==> src/rtl/apb_timer_mc_if.sv <==
// APB slave bundle for apb_timer_mc: select/enable/address/data in, ready/error/read data out.
interface apb_timer_mc_if;
  localparam int unsigned AddrW = 12;
  localparam int unsigned DataW = 32;
  localparam int unsigned StrbW = DataW / 8;

  logic             tim_psel;
  logic             tim_penable;
  logic             tim_pwrite;
  logic [AddrW-1:0] tim_paddr;
  logic [DataW-1:0] tim_pwdata;
  logic [StrbW-1:0] tim_pstrb;
  logic             tim_pready;
  logic             tim_pslverr;
  logic [DataW-1:0] tim_prdata;

  modport master (
    output tim_psel, tim_penable, tim_pwrite, tim_paddr, tim_pwdata, tim_pstrb,
    input  tim_pready, tim_pslverr, tim_prdata
  );

  modport slave (
    input  tim_psel, tim_penable, tim_pwrite, tim_paddr, tim_pwdata, tim_pstrb,
    output tim_pready, tim_pslverr, tim_prdata
  );
endinterface

==> src/rtl/apb_timer_mc.sv <==
// Multi-channel APB timer: per-channel prescaler, up-counter, compare/auto-reload and maskable interrupt.
// Optional feature macro TIMER_ONESHOT_EN adds CTRL[3] oneshot (auto-disable on match).
module apb_timer_mc #(
  parameter int unsigned N_CH  = 4,
  parameter int unsigned CNT_W = 32
) (
  input  logic            sys_clk,
  input  logic            sys_rst_n,
  apb_timer_mc_if.slave   apb,
  input  logic            dbg_mode,
  output logic            tim_int,
  output logic [N_CH-1:0] tim_int_ch
);

  localparam int unsigned DataW = 32;
  localparam int unsigned StrbW = DataW / 8;
  localparam int unsigned DivW  = 4;
  localparam int unsigned BlkW  = 8;
  localparam logic [9:0]  HaltWord = 10'h040;

`ifdef TIMER_ONESHOT_EN
  localparam bit OneShotEn = 1'b1;
`else
  localparam bit OneShotEn = 1'b0;
`endif

  function automatic logic [DataW-1:0] merge_bytes(input logic [DataW-1:0] old_v,
                                                   input logic [DataW-1:0] new_v,
                                                   input logic [StrbW-1:0] strb);
    logic [DataW-1:0] r;
    r = old_v;
    for (int unsigned i = 0; i < StrbW; i++) begin
      if (strb[i]) r[8*i +: 8] = new_v[8*i +: 8];
    end
    return r;
  endfunction

  function automatic logic [DataW-1:0] ctrl_word(input logic en, input logic ar, input logic de,
                                                 input logic os, input logic [DivW-1:0] dv);
    return {20'd0, dv, 4'd0, os, de, ar, en};
  endfunction

  // channel and global state
  logic [N_CH-1:0]  en_q, en_d, ar_q, ar_d, de_q, de_d, os_q, os_d;
  logic [N_CH-1:0]  ist_q, ist_d, ien_q, ien_d;
  logic [DivW-1:0]  dv_q  [N_CH];
  logic [DivW-1:0]  dv_d  [N_CH];
  logic [DivW-1:0]  psc_q [N_CH];
  logic [DivW-1:0]  psc_d [N_CH];
  logic [CNT_W-1:0] cnt_q [N_CH];
  logic [CNT_W-1:0] cnt_d [N_CH];
  logic [CNT_W-1:0] cmp_q [N_CH];
  logic [CNT_W-1:0] cmp_d [N_CH];
  logic             halt_req_q, halt_req_d, halt_ack_q, halt_ack_d;

  logic             access_c, ch_hit_c, halt_hit_c, mapped_c, wr_c;
  logic [BlkW-1:0]  blk_c;
  logic [1:0]       off_c;
  logic [N_CH-1:0]  sel_c;
  logic [DataW-1:0] rdata_c;

  // Address decode; reset gates the access so no response is given while in reset
  always_comb begin
    access_c   = apb.tim_psel & apb.tim_penable & sys_rst_n;
    blk_c      = apb.tim_paddr[11:4];
    off_c      = apb.tim_paddr[3:2];
    ch_hit_c   = (32'(blk_c) < N_CH) && (apb.tim_paddr[1:0] == 2'd0);
    halt_hit_c = (apb.tim_paddr[11:2] == HaltWord) && (apb.tim_paddr[1:0] == 2'd0);
    mapped_c   = ch_hit_c | halt_hit_c;
    wr_c       = access_c & apb.tim_pwrite & mapped_c;
    sel_c      = '0;
    for (int unsigned c = 0; c < N_CH; c++) begin
      sel_c[c] = ch_hit_c && (blk_c == BlkW'(c));
    end
  end

  always_comb begin
    logic             tick;
    logic             hit;
    logic [CNT_W-1:0] nxt;
    logic [DataW-1:0] m;
    en_d  = en_q;
    ar_d  = ar_q;
    de_d  = de_q;
    os_d  = os_q;
    ist_d = ist_q;
    ien_d = ien_q;
    halt_req_d = halt_req_q;
    halt_ack_d = halt_req_q & dbg_mode;
    tick = 1'b0;
    hit  = 1'b0;
    nxt  = '0;
    m    = '0;
    for (int unsigned c = 0; c < N_CH; c++) begin
      dv_d[c]  = dv_q[c];
      psc_d[c] = psc_q[c];
      cnt_d[c] = cnt_q[c];
      cmp_d[c] = cmp_q[c];
      tick = en_q[c] & ~halt_ack_q & (~de_q[c] | (psc_q[c] == dv_q[c]));
      hit  = 1'b0;
      nxt  = (ar_q[c] && (cnt_q[c] == cmp_q[c])) ? '0 : cnt_q[c] + CNT_W'(1);
      m    = '0;

      if (!en_q[c]) begin
        psc_d[c] = '0;
      end else if (!halt_ack_q) begin
        psc_d[c] = (de_q[c] && (psc_q[c] != dv_q[c])) ? psc_q[c] + DivW'(1) : '0;
      end

      if (tick) begin
        cnt_d[c] = nxt;
        hit      = (nxt == cmp_q[c]);
      end

      // Software writes; a CNT write overrides (and discards) a same-cycle tick
      if (wr_c && sel_c[c]) begin
        case (off_c)
          2'd0: begin
            m = merge_bytes(ctrl_word(en_q[c], ar_q[c], de_q[c], os_q[c], dv_q[c]),
                            apb.tim_pwdata, apb.tim_pstrb);
            en_d[c] = m[0];
            ar_d[c] = m[1];
            de_d[c] = m[2];
            os_d[c] = m[3] & OneShotEn;
            dv_d[c] = m[11:8];
            if (apb.tim_pstrb[0] || apb.tim_pstrb[1]) psc_d[c] = '0;
          end
          2'd1: begin
            cnt_d[c] = CNT_W'(merge_bytes(DataW'(cnt_q[c]), apb.tim_pwdata, apb.tim_pstrb));
            hit      = 1'b0;
          end
          2'd2: cmp_d[c] = CNT_W'(merge_bytes(DataW'(cmp_q[c]), apb.tim_pwdata, apb.tim_pstrb));
          default: begin
            if (apb.tim_pstrb[0]) begin
              ien_d[c] = apb.tim_pwdata[1];
              if (apb.tim_pwdata[0]) ist_d[c] = 1'b0;
            end
          end
        endcase
      end

      // Hardware set beats W1C; oneshot drops en on the matching edge
      if (hit) begin
        ist_d[c] = 1'b1;
        if (os_q[c]) en_d[c] = 1'b0;
      end
    end

    if (wr_c && halt_hit_c && apb.tim_pstrb[0]) halt_req_d = apb.tim_pwdata[0];
  end

  always_ff @(posedge sys_clk or negedge sys_rst_n) begin
    if (!sys_rst_n) begin
      en_q  <= '0;
      ar_q  <= '0;
      de_q  <= '0;
      os_q  <= '0;
      ist_q <= '0;
      ien_q <= '0;
      halt_req_q <= 1'b0;
      halt_ack_q <= 1'b0;
      for (int unsigned c = 0; c < N_CH; c++) begin
        dv_q[c]  <= '0;
        psc_q[c] <= '0;
        cnt_q[c] <= '0;
        cmp_q[c] <= '1;
      end
    end else begin
      en_q  <= en_d;
      ar_q  <= ar_d;
      de_q  <= de_d;
      os_q  <= os_d;
      ist_q <= ist_d;
      ien_q <= ien_d;
      halt_req_q <= halt_req_d;
      halt_ack_q <= halt_ack_d;
      for (int unsigned c = 0; c < N_CH; c++) begin
        dv_q[c]  <= dv_d[c];
        psc_q[c] <= psc_d[c];
        cnt_q[c] <= cnt_d[c];
        cmp_q[c] <= cmp_d[c];
      end
    end
  end

  // Read mux: data only during a read access phase to a mapped register
  always_comb begin
    rdata_c = '0;
    if (access_c && !apb.tim_pwrite) begin
      if (halt_hit_c) rdata_c = {30'd0, halt_ack_q, halt_req_q};
      for (int unsigned c = 0; c < N_CH; c++) begin
        if (sel_c[c]) begin
          case (off_c)
            2'd0:    rdata_c = ctrl_word(en_q[c], ar_q[c], de_q[c], os_q[c], dv_q[c]);
            2'd1:    rdata_c = DataW'(cnt_q[c]);
            2'd2:    rdata_c = DataW'(cmp_q[c]);
            default: rdata_c = {30'd0, ien_q[c], ist_q[c]};
          endcase
        end
      end
    end
  end

  assign apb.tim_pready  = access_c;
  assign apb.tim_pslverr = access_c & ~mapped_c;
  assign apb.tim_prdata  = rdata_c;
  assign tim_int_ch      = ist_q & ien_q;
  assign tim_int         = |tim_int_ch;

endmodule

==> src/flat_wrapper.sv <==
// flat-port wrapper written by rule: the top's interface ports become plain ports
module apb_timer_mc_flat 
#(
  parameter int unsigned N_CH  = 4,
  parameter int unsigned CNT_W = 32
)
  (sys_clk, sys_rst_n, dbg_mode, tim_int, tim_int_ch, apb_tim_psel, apb_tim_penable, apb_tim_pwrite, apb_tim_paddr, apb_tim_pwdata, apb_tim_pstrb, apb_tim_pready, apb_tim_pslverr, apb_tim_prdata);
  apb_timer_mc_if apb_i ();
  input  logic sys_clk;
  input  logic sys_rst_n;
  input  logic dbg_mode;
  output logic tim_int;
  output logic [N_CH-1:0] tim_int_ch;
  input wire logic [$bits(apb_i.tim_psel)-1:0] apb_tim_psel;
  input wire logic [$bits(apb_i.tim_penable)-1:0] apb_tim_penable;
  input wire logic [$bits(apb_i.tim_pwrite)-1:0] apb_tim_pwrite;
  input wire logic [$bits(apb_i.tim_paddr)-1:0] apb_tim_paddr;
  input wire logic [$bits(apb_i.tim_pwdata)-1:0] apb_tim_pwdata;
  input wire logic [$bits(apb_i.tim_pstrb)-1:0] apb_tim_pstrb;
  output wire logic [$bits(apb_i.tim_pready)-1:0] apb_tim_pready;
  output wire logic [$bits(apb_i.tim_pslverr)-1:0] apb_tim_pslverr;
  output wire logic [$bits(apb_i.tim_prdata)-1:0] apb_tim_prdata;
  assign apb_i.tim_psel = apb_tim_psel;
  assign apb_i.tim_penable = apb_tim_penable;
  assign apb_i.tim_pwrite = apb_tim_pwrite;
  assign apb_i.tim_paddr = apb_tim_paddr;
  assign apb_i.tim_pwdata = apb_tim_pwdata;
  assign apb_i.tim_pstrb = apb_tim_pstrb;
  assign apb_tim_pready = apb_i.tim_pready;
  assign apb_tim_pslverr = apb_i.tim_pslverr;
  assign apb_tim_prdata = apb_i.tim_prdata;
  apb_timer_mc #(.N_CH(N_CH), .CNT_W(CNT_W)) u_core (.sys_clk(sys_clk), .sys_rst_n(sys_rst_n), .apb(apb_i), .dbg_mode(dbg_mode), .tim_int(tim_int), .tim_int_ch(tim_int_ch));
endmodule
==> config.mk <==
export PLATFORM = sky130hd
export DESIGN_NAME = apb_timer_mc_flat
export DESIGN_NICKNAME = d
export VERILOG_FILES = /design/src/rtl/apb_timer_mc_if.sv /design/src/rtl/apb_timer_mc.sv /design/src/flat_wrapper.sv
export SDC_FILE = /design/constraint.sdc
export NUM_CORES = 1
export LEC_CHECK = 0
export CAP_MARGIN = 0
export CORE_ASPECT_RATIO = 0.5
export CORE_MARGIN = 2
export CORE_UTILIZATION = 25
export CTS_BUF_LIST = sky130_fd_sc_hd__clkbuf_8
export DETAILED_ROUTE_END_ITERATION = 8
export MAX_ROUTING_LAYER = met4
export SLEW_MARGIN = 5
export SYNTH_ARGS = -nofsm -noshare
export SYNTH_HDL_FRONTEND = slang
export SYNTH_SLANG_ARGS = --single-unit
==> constraint.sdc <==
create_clock -name sys_clk -period 4 [get_ports sys_clk]
set_input_delay 0.4 -clock sys_clk [delete_from_list [all_inputs] [get_ports sys_clk]]
set_output_delay 0.4 -clock sys_clk [all_outputs]
set_load 0.05 [all_outputs]
==> impl_metrics.tcl, run 1 <==
set metrics [dict create \
    status "complete, no violations" \
    crit_path_start_kind "input port" \
    dp_slack_ns 0.115 \
    p_leak_nw 11.2 \
    vias 24300 \
    synth_seq_area_share_pct 34.1 \
    crit_type "in -> out" \
    synth_top_cell_by_area "dfrtp_1" \
    initial_utilization_pct 25.4 \
    yosys.area.top_type_share_pct 19.6 \
    syn-num-nets 2791 \
    synth_area_leaders "dfrtp_1 (20%), dfstp_2 (14%), mux2_2 (7.1%)" \
    syn-cell-area_mm2 0.0232 \
    hold_viol_final 0 \
    root_buffer "clkbuf_8" \
    pwr-share-comb_pct 6.9 \
    die_y_um 219 \
    antenna_found_initial 7 \
    yosysMostFrequentCell "nor2_1" \
    path_cells "clkdlybuf4s50_1 > or4_1 > nor2_2 > nand2_1 > buf_4 > o22ai_1 > nor3_1 > nor3_1 > buf_4 > buf_12" \
    cp-end-kind "output pin" \
    coreArea_mm2 0.0913 \
    gp_congestion 1.05 \
    cpPeakStageDelay_ns 0.61 \
    synth.cells.most_frequent "nor2_1 (266), nand2_1 (248), dfrtp_1 (182)" \
    p_sw_share_pct 27.5 \
    pwr_density_cell_mw_per_mm2 257 \
    timing.final.crit_period_ns 3.89 \
    clk_latency_ns 0.71 \
    num_io_pins 93 \
    power.switching_w 0.00198 \
    clk_pin_slew_ns 0.07 \
    avgViaCountPerCell 5.84 \
    synth_edf_count 0 \
    clockBufferDepth 3 \
    synth-seq-cells 310 \
    grt_pass1_wl_um 169000 \
    ys_types 80 \
    grt_overflow_total 0 \
    period_share_pct 97.2 \
    seq_power_share_pct 44.0 \
    ys.flop_type "dfrtp_1" \
    setup_slack_ns 0.110 \
    cts_tree "done" \
    die_w_um 435 \
    dieArea_mm2 0.0954 \
    power.internal_w 0.00522 \
    place_inst 4049 \
    hold_slack_ns 0.269 \
    clkPwrFrac_pct 49.2 \
    skew_ns 0.0376 \
    final_core_util_pct 30.7 \
    maxCapViolations 0 \
    relSlewSlack_pct 21.0 \
    grt_pass1_vias 23100 \
    drtIter0Drc 3499 \
    critPathRequiredTime_ns 3.60 \
    final_cell_count_no_fill 4160 \
    wl_per_cell_um 28.2 \
    ant_nets 0 \
    cp_num_buf_inv 4 \
    min_from "dbg_mode" \
    dp_hpwl_um 87400 \
    worstPathMaxFanout 30 \
    synth_area_per_cell_um2 8.50 \
    h-tree-depth 2 \
    syn-instance-count 2729 \
    crit_start "apb_tim_paddr[8]" \
    grt_max_degree 170 \
    rows 78 \
    first_pass_iters 8 \
    report.final.slew_viol_count 0 \
    ys_warn_count 0 \
    async_flop_share_pct 100 \
    grt_setup_unrepaired "false" \
    final_layout_size_suffix_gt1_share_pct 22.2 \
    worst_ir_drop_vdd_v 0.000204 \
    crit_family "simple AND/OR/NAND/NOR gates" \
    io_buffers 92 \
    reg2reg_slack_ns 0.32 \
    setup_tns_ns 0 \
    post_cts_buffers 0 \
    timing.rr.start "u_core.cnt_q[112]" \
    cts_made_buffers 55 \
    tightest_slew_ns 1.18 \
    fmax_ghz 0.257 \
    nets 2929 \
    wl_um 118000 \
    drc 0 \
    clock_sinks 310 \
    arrival_ns 3.49 \
    finalSetupViolations 0 \
    syn_to_final_growth_pct 20.7 \
    slowest_stage "or4_1" \
    hold_class "in -> reg" \
    gr-usage-all-layers_pct 24.6 \
]
[routing by layer]
metal | GRT usage (%) | routed length [um] | vias to the layer above
li1 | - | - | 10300
met1 | 32.0 | 48900 | 12100
met2 | 36.4 | 50400 | 1514
met3 | 4.24 | 11100 | 306
met4 | 13.5 | 7170 | 0
met5 | - | 0 | -
[cells in the final DEF (no fill, tap or decap), types with 97 or more instances in the layout]
master and instances:
nand2_1 248, buf_4 188, a21oi_1 151, xor2_1 158, mux2_2 146, dfrtp_1 182, xnor2_1 118, nor2_1 265
nor3_1 135, o21ai_0 104, nand3_1 97, a22oi_1 100, dfstp_2 128
[sequential cells by signal, indices dropped and copies added (netlist names)]
| name | flops |
|---|---|
| u_core.cmp_q | 128 |
| u_core.halt_ack_q | 1 |
| u_core.de_q | 4 |
| u_core.dv_q | 16 |
| u_core.ar_q | 4 |
| u_core.ist_q | 4 |
| u_core.ien_q | 4 |
| u_core.en_q | 4 |
| u_core.cnt_q | 128 |
| u_core.halt_req_q | 1 |
| u_core.psc_q | 16 |
[power groups by stage]
| stage | logic, W | clock network, W | registers (W) |
|---|---|---|---|
| 2_1_floorplan | 0.000146 | 0 | 0.00321 |
| 3_3_place_gp | 0.000482 | 0 | 0.00322 |
| 3_5_place_dp | 0.000481 | 0 | 0.00322 |
| 4_1_cts | 0.000483 | 0.00359 | 0.00317 |
| 5_1_grt | 0.000506 | 0.00372 | 0.00317 |
| 6_report | 0.000495 | 0.00354 | 0.00317 |
[final timing paths]
check | end | cells after the start
setup / recovery | apb_tim_prdata[12] | 10
min in group asynchronous | u_core.halt_ack_q | 3
max in group asynchronous | u_core.cnt_q[123] | 4
hold / removal | u_core.halt_ack_q | 2
setup reg to reg | u_core.ist_q[0] | 9
hold reg to reg | u_core.ien_q[3] | 1
[timing repair]
action,CTS,global route
endpoints found under the setup margin,0,2
gates resized for setup,0,1
hold buffers,1,0
hold endpoints to repair,94,0
[logic make-up (layout without fill, tap and decap cells)]
logic type	Yosys count	count (layout)	share of synthesized area (%)
and+or+nand+nor	1070	1070	23.0
AOI/OAI and AO/OA	620	620	18.0
DFF	310	310	34.1
xor gates and xnor gates	277	277	10.5
buffers and inverters	255	440	4.35
muxes	189	189	9.64
adders and majority gates	8	8	0.431
other	0	6	0
[area by class of cell]
type / instances / area [um^2]
antenna: 6 / 15.0
clock buffer: 73 / 1000
clock inverter: 31 / 268
fill: 9659 / 63200
inverter: 50 / 188
multi-input combinational: 2164 / 14300
sequential: 310 / 7920
tap: 1240 / 1550
timing repair buffer: 286 / 2770
[worst register-to-register path: stages (launching register included)]
cell	delay [ns]
dfrtp_1	0.55
nand4_1	0.24
or4_1	0.72
nor2_2	0.39
xnor2_1	0.24
o2111ai_1	0.14
a211o_1	0.24
a221o_1	0.31
or4_1	0.53
o31ai_1	0.23
[stage by stage]
step / power (W) / area (um^2)
2_1_floorplan: 0.00336 / 23200
3_5_place_dp: 0.00370 / 26700
5_1_grt: 0.00740 / 28000
3_3_place_gp: 0.00370 / 26700
4_1_cts: 0.00724 / 28000
6_report: 0.00720 / 28000
No activity file was read; power rests on OpenSTA's default activity.
==> inputs of run 2 (changes only) <==
--- a/config.mk
+++ b/config.mk
@@ -12,6 +12,7 @@
 export CTS_BUF_LIST = sky130_fd_sc_hd__clkbuf_8
 export DETAILED_ROUTE_END_ITERATION = 8
 export MAX_ROUTING_LAYER = met4
+export REMOVE_ABC_BUFFERS = 1
 export SLEW_MARGIN = 5
 export SYNTH_ARGS = -nofsm -noshare
 export SYNTH_HDL_FRONTEND = slang
==> impl_metrics.tcl, run 2 (synthesis results as in run 1) <==
set metrics [dict create \
    tightest_slew_ns 1.25 \
    finalSetupViolations 0 \
    layout_common_cells "nor2_1 (266), nand2_1 (248), dfrtp_1 (182), buf_4 (161), xor2_1 (158)" \
    wl_um 113000 \
    drc 0 \
    antenna_found_initial 10 \
    first_pass_iters 7 \
    h-tree-depth 2 \
    wl_per_cell_um 27.4 \
    grt_setup_unrepaired "false" \
    hold_viol_final 0 \
    clock_sinks 310 \
    initial_utilization_pct 25.4 \
    top_regs "u_core.cmp_q (128), u_core.cnt_q (128)" \
    dp_hpwl_um 85500 \
    clockBufferDepth 3 \
    io_buffers 92 \
    critPathRequiredTime_ns 4.58 \
    p_leak_nw 11.0 \
    gr-usage-all-layers_pct 23.7 \
    cts_made_buffers 56 \
    rows 78 \
    root_buffer "clkbuf_8" \
    cts_tree "done" \
    drtIter0Drc 3232 \
    nets 2900 \
    finalPower_w 0.00696 \
    maxCapViolations 0 \
    cp-end-kind "flip-flop" \
    status "complete, no violations" \
    clk_pin_slew_ns 0.07 \
    skew_ns 0.0508 \
    ant_nets 0 \
    vias 24100 \
    dieArea_mm2 0.0954 \
    worstPathMaxFanout 10 \
    coreArea_mm2 0.0913 \
    arrival_ns 4.43 \
    post_cts_resized 0 \
    timing.final.crit_period_ns 3.85 \
    hold_class "in -> async" \
    crit_path_start_kind "flip-flop" \
    num_io_pins 93 \
    die_y_um 219 \
    pwr_density_cell_mw_per_mm2 251 \
    syn_to_final_growth_pct 19.3 \
    period_share_pct 96.3 \
    hold_slack_ns 0.164 \
    die_w_um 435 \
    final_layout_size_suffix_gt1_share_pct 21.5 \
    fmax_ghz 0.260 \
    relSlewSlack_pct 16.5 \
    clk_latency_ns 0.71 \
    gp_congestion 1.03 \
    avgViaCountPerCell 5.84 \
    grt_overflow_total 0 \
    worst_ir_drop_vdd_v 0.000219 \
    grt_pass1_wl_um 164000 \
    layout.cells.most_common "nor2_1" \
    report.final.slew_viol_count 0 \
    crit_type "reg -> reg" \
    grt_pass1_vias 23200 \
    post_cts_buffers 0 \
    grt_max_degree 162 \
]
[run 2: metal layers]
layer | wire length (um) | share of wire [%] | track usage, %
met1 | 46500 | 41 | 30.5
met5 | 0 | 0 | -
met2 | 50400 | 45 | 36.6
met3 | 11200 | 9.9 | 4.53
met4 | 5140 | 4.5 | 10.1
[run 2: area by class of cell]
type                            instances  area, um^2
Inverter                               50         188
Antenna cell                            5        12.5
Tap cell                             1240        1550
Multi-Input combinational cell       2164       14300
Fill cell                            9699       63600
Clock buffer                           74        1020
Clock inverter                         32         186
Timing Repair Buffer                  256        2510
Sequential cell                       310        7920
[run 2: final timing paths]
check / end / slack, ns / from / cells after the start
max: u_core.ist_q[0] / 0.15 / u_core.cnt_q[96] / 12
min: u_core.psc_q[2] / 0.16 / sys_rst_n / 2
max reg2reg: u_core.ist_q[0] / 0.15 / u_core.cnt_q[96] / 12
min reg2reg: u_core.cmp_q[55] / 0.54 / u_core.cmp_q[55] / 2
max in group asynchronous: u_core.cnt_q[126] / 1.92 / sys_rst_n / 4
min in group sys_clk: u_core.halt_ack_q / 0.30 / dbg_mode / 2
[run 2: critical path: stages (launching register included)]
cell	delay (ns)
dfrtp_1	0.57
ha_1	0.36
nand4_1	0.19
buf_4	0.21
nor4_2	0.18
buf_4	0.21
nand2_1	0.17
a21oi_1	0.33
o2111ai_1	0.16
a211o_1	0.25
a221o_1	0.29
or4_1	0.56
o31ai_1	0.23
[run 2: what timing repair did]
| action | 4_1_cts | 5_1_grt |
|---|---|---|
| endpoints found under the hold margin | 28 | 0 |
| hold buffers | 1 | 0 |
| endpoints found under the setup margin | 0 | 0 |
[run 2: where the power goes]
group	switching [W]	internal, W	total (W)	leakage, nW
sequential	0.0000203	0.00315	0.00317	3.81
clock	0.00158	0.00173	0.00331	0.676
combinational	0.000352	0.000121	0.000473	6.50
total	0.00195	0.00500	0.00696	11.0
[run 2: stage by stage]
step                std cells  TNS [ns]  area (um^2)  utilization (%)  worst slack, ns
floorplan                2524   -208.25        22400                -            -2.56
CTS                      4126         0        27700             30.3            0.246
detailed placement       4019         0        26400             29.0            0.309
global route             4129         0        27700             30.3           0.0465
finish                   4131         0        27700             30.3            0.148
global placement         4019         0        26400             29.0            0.229
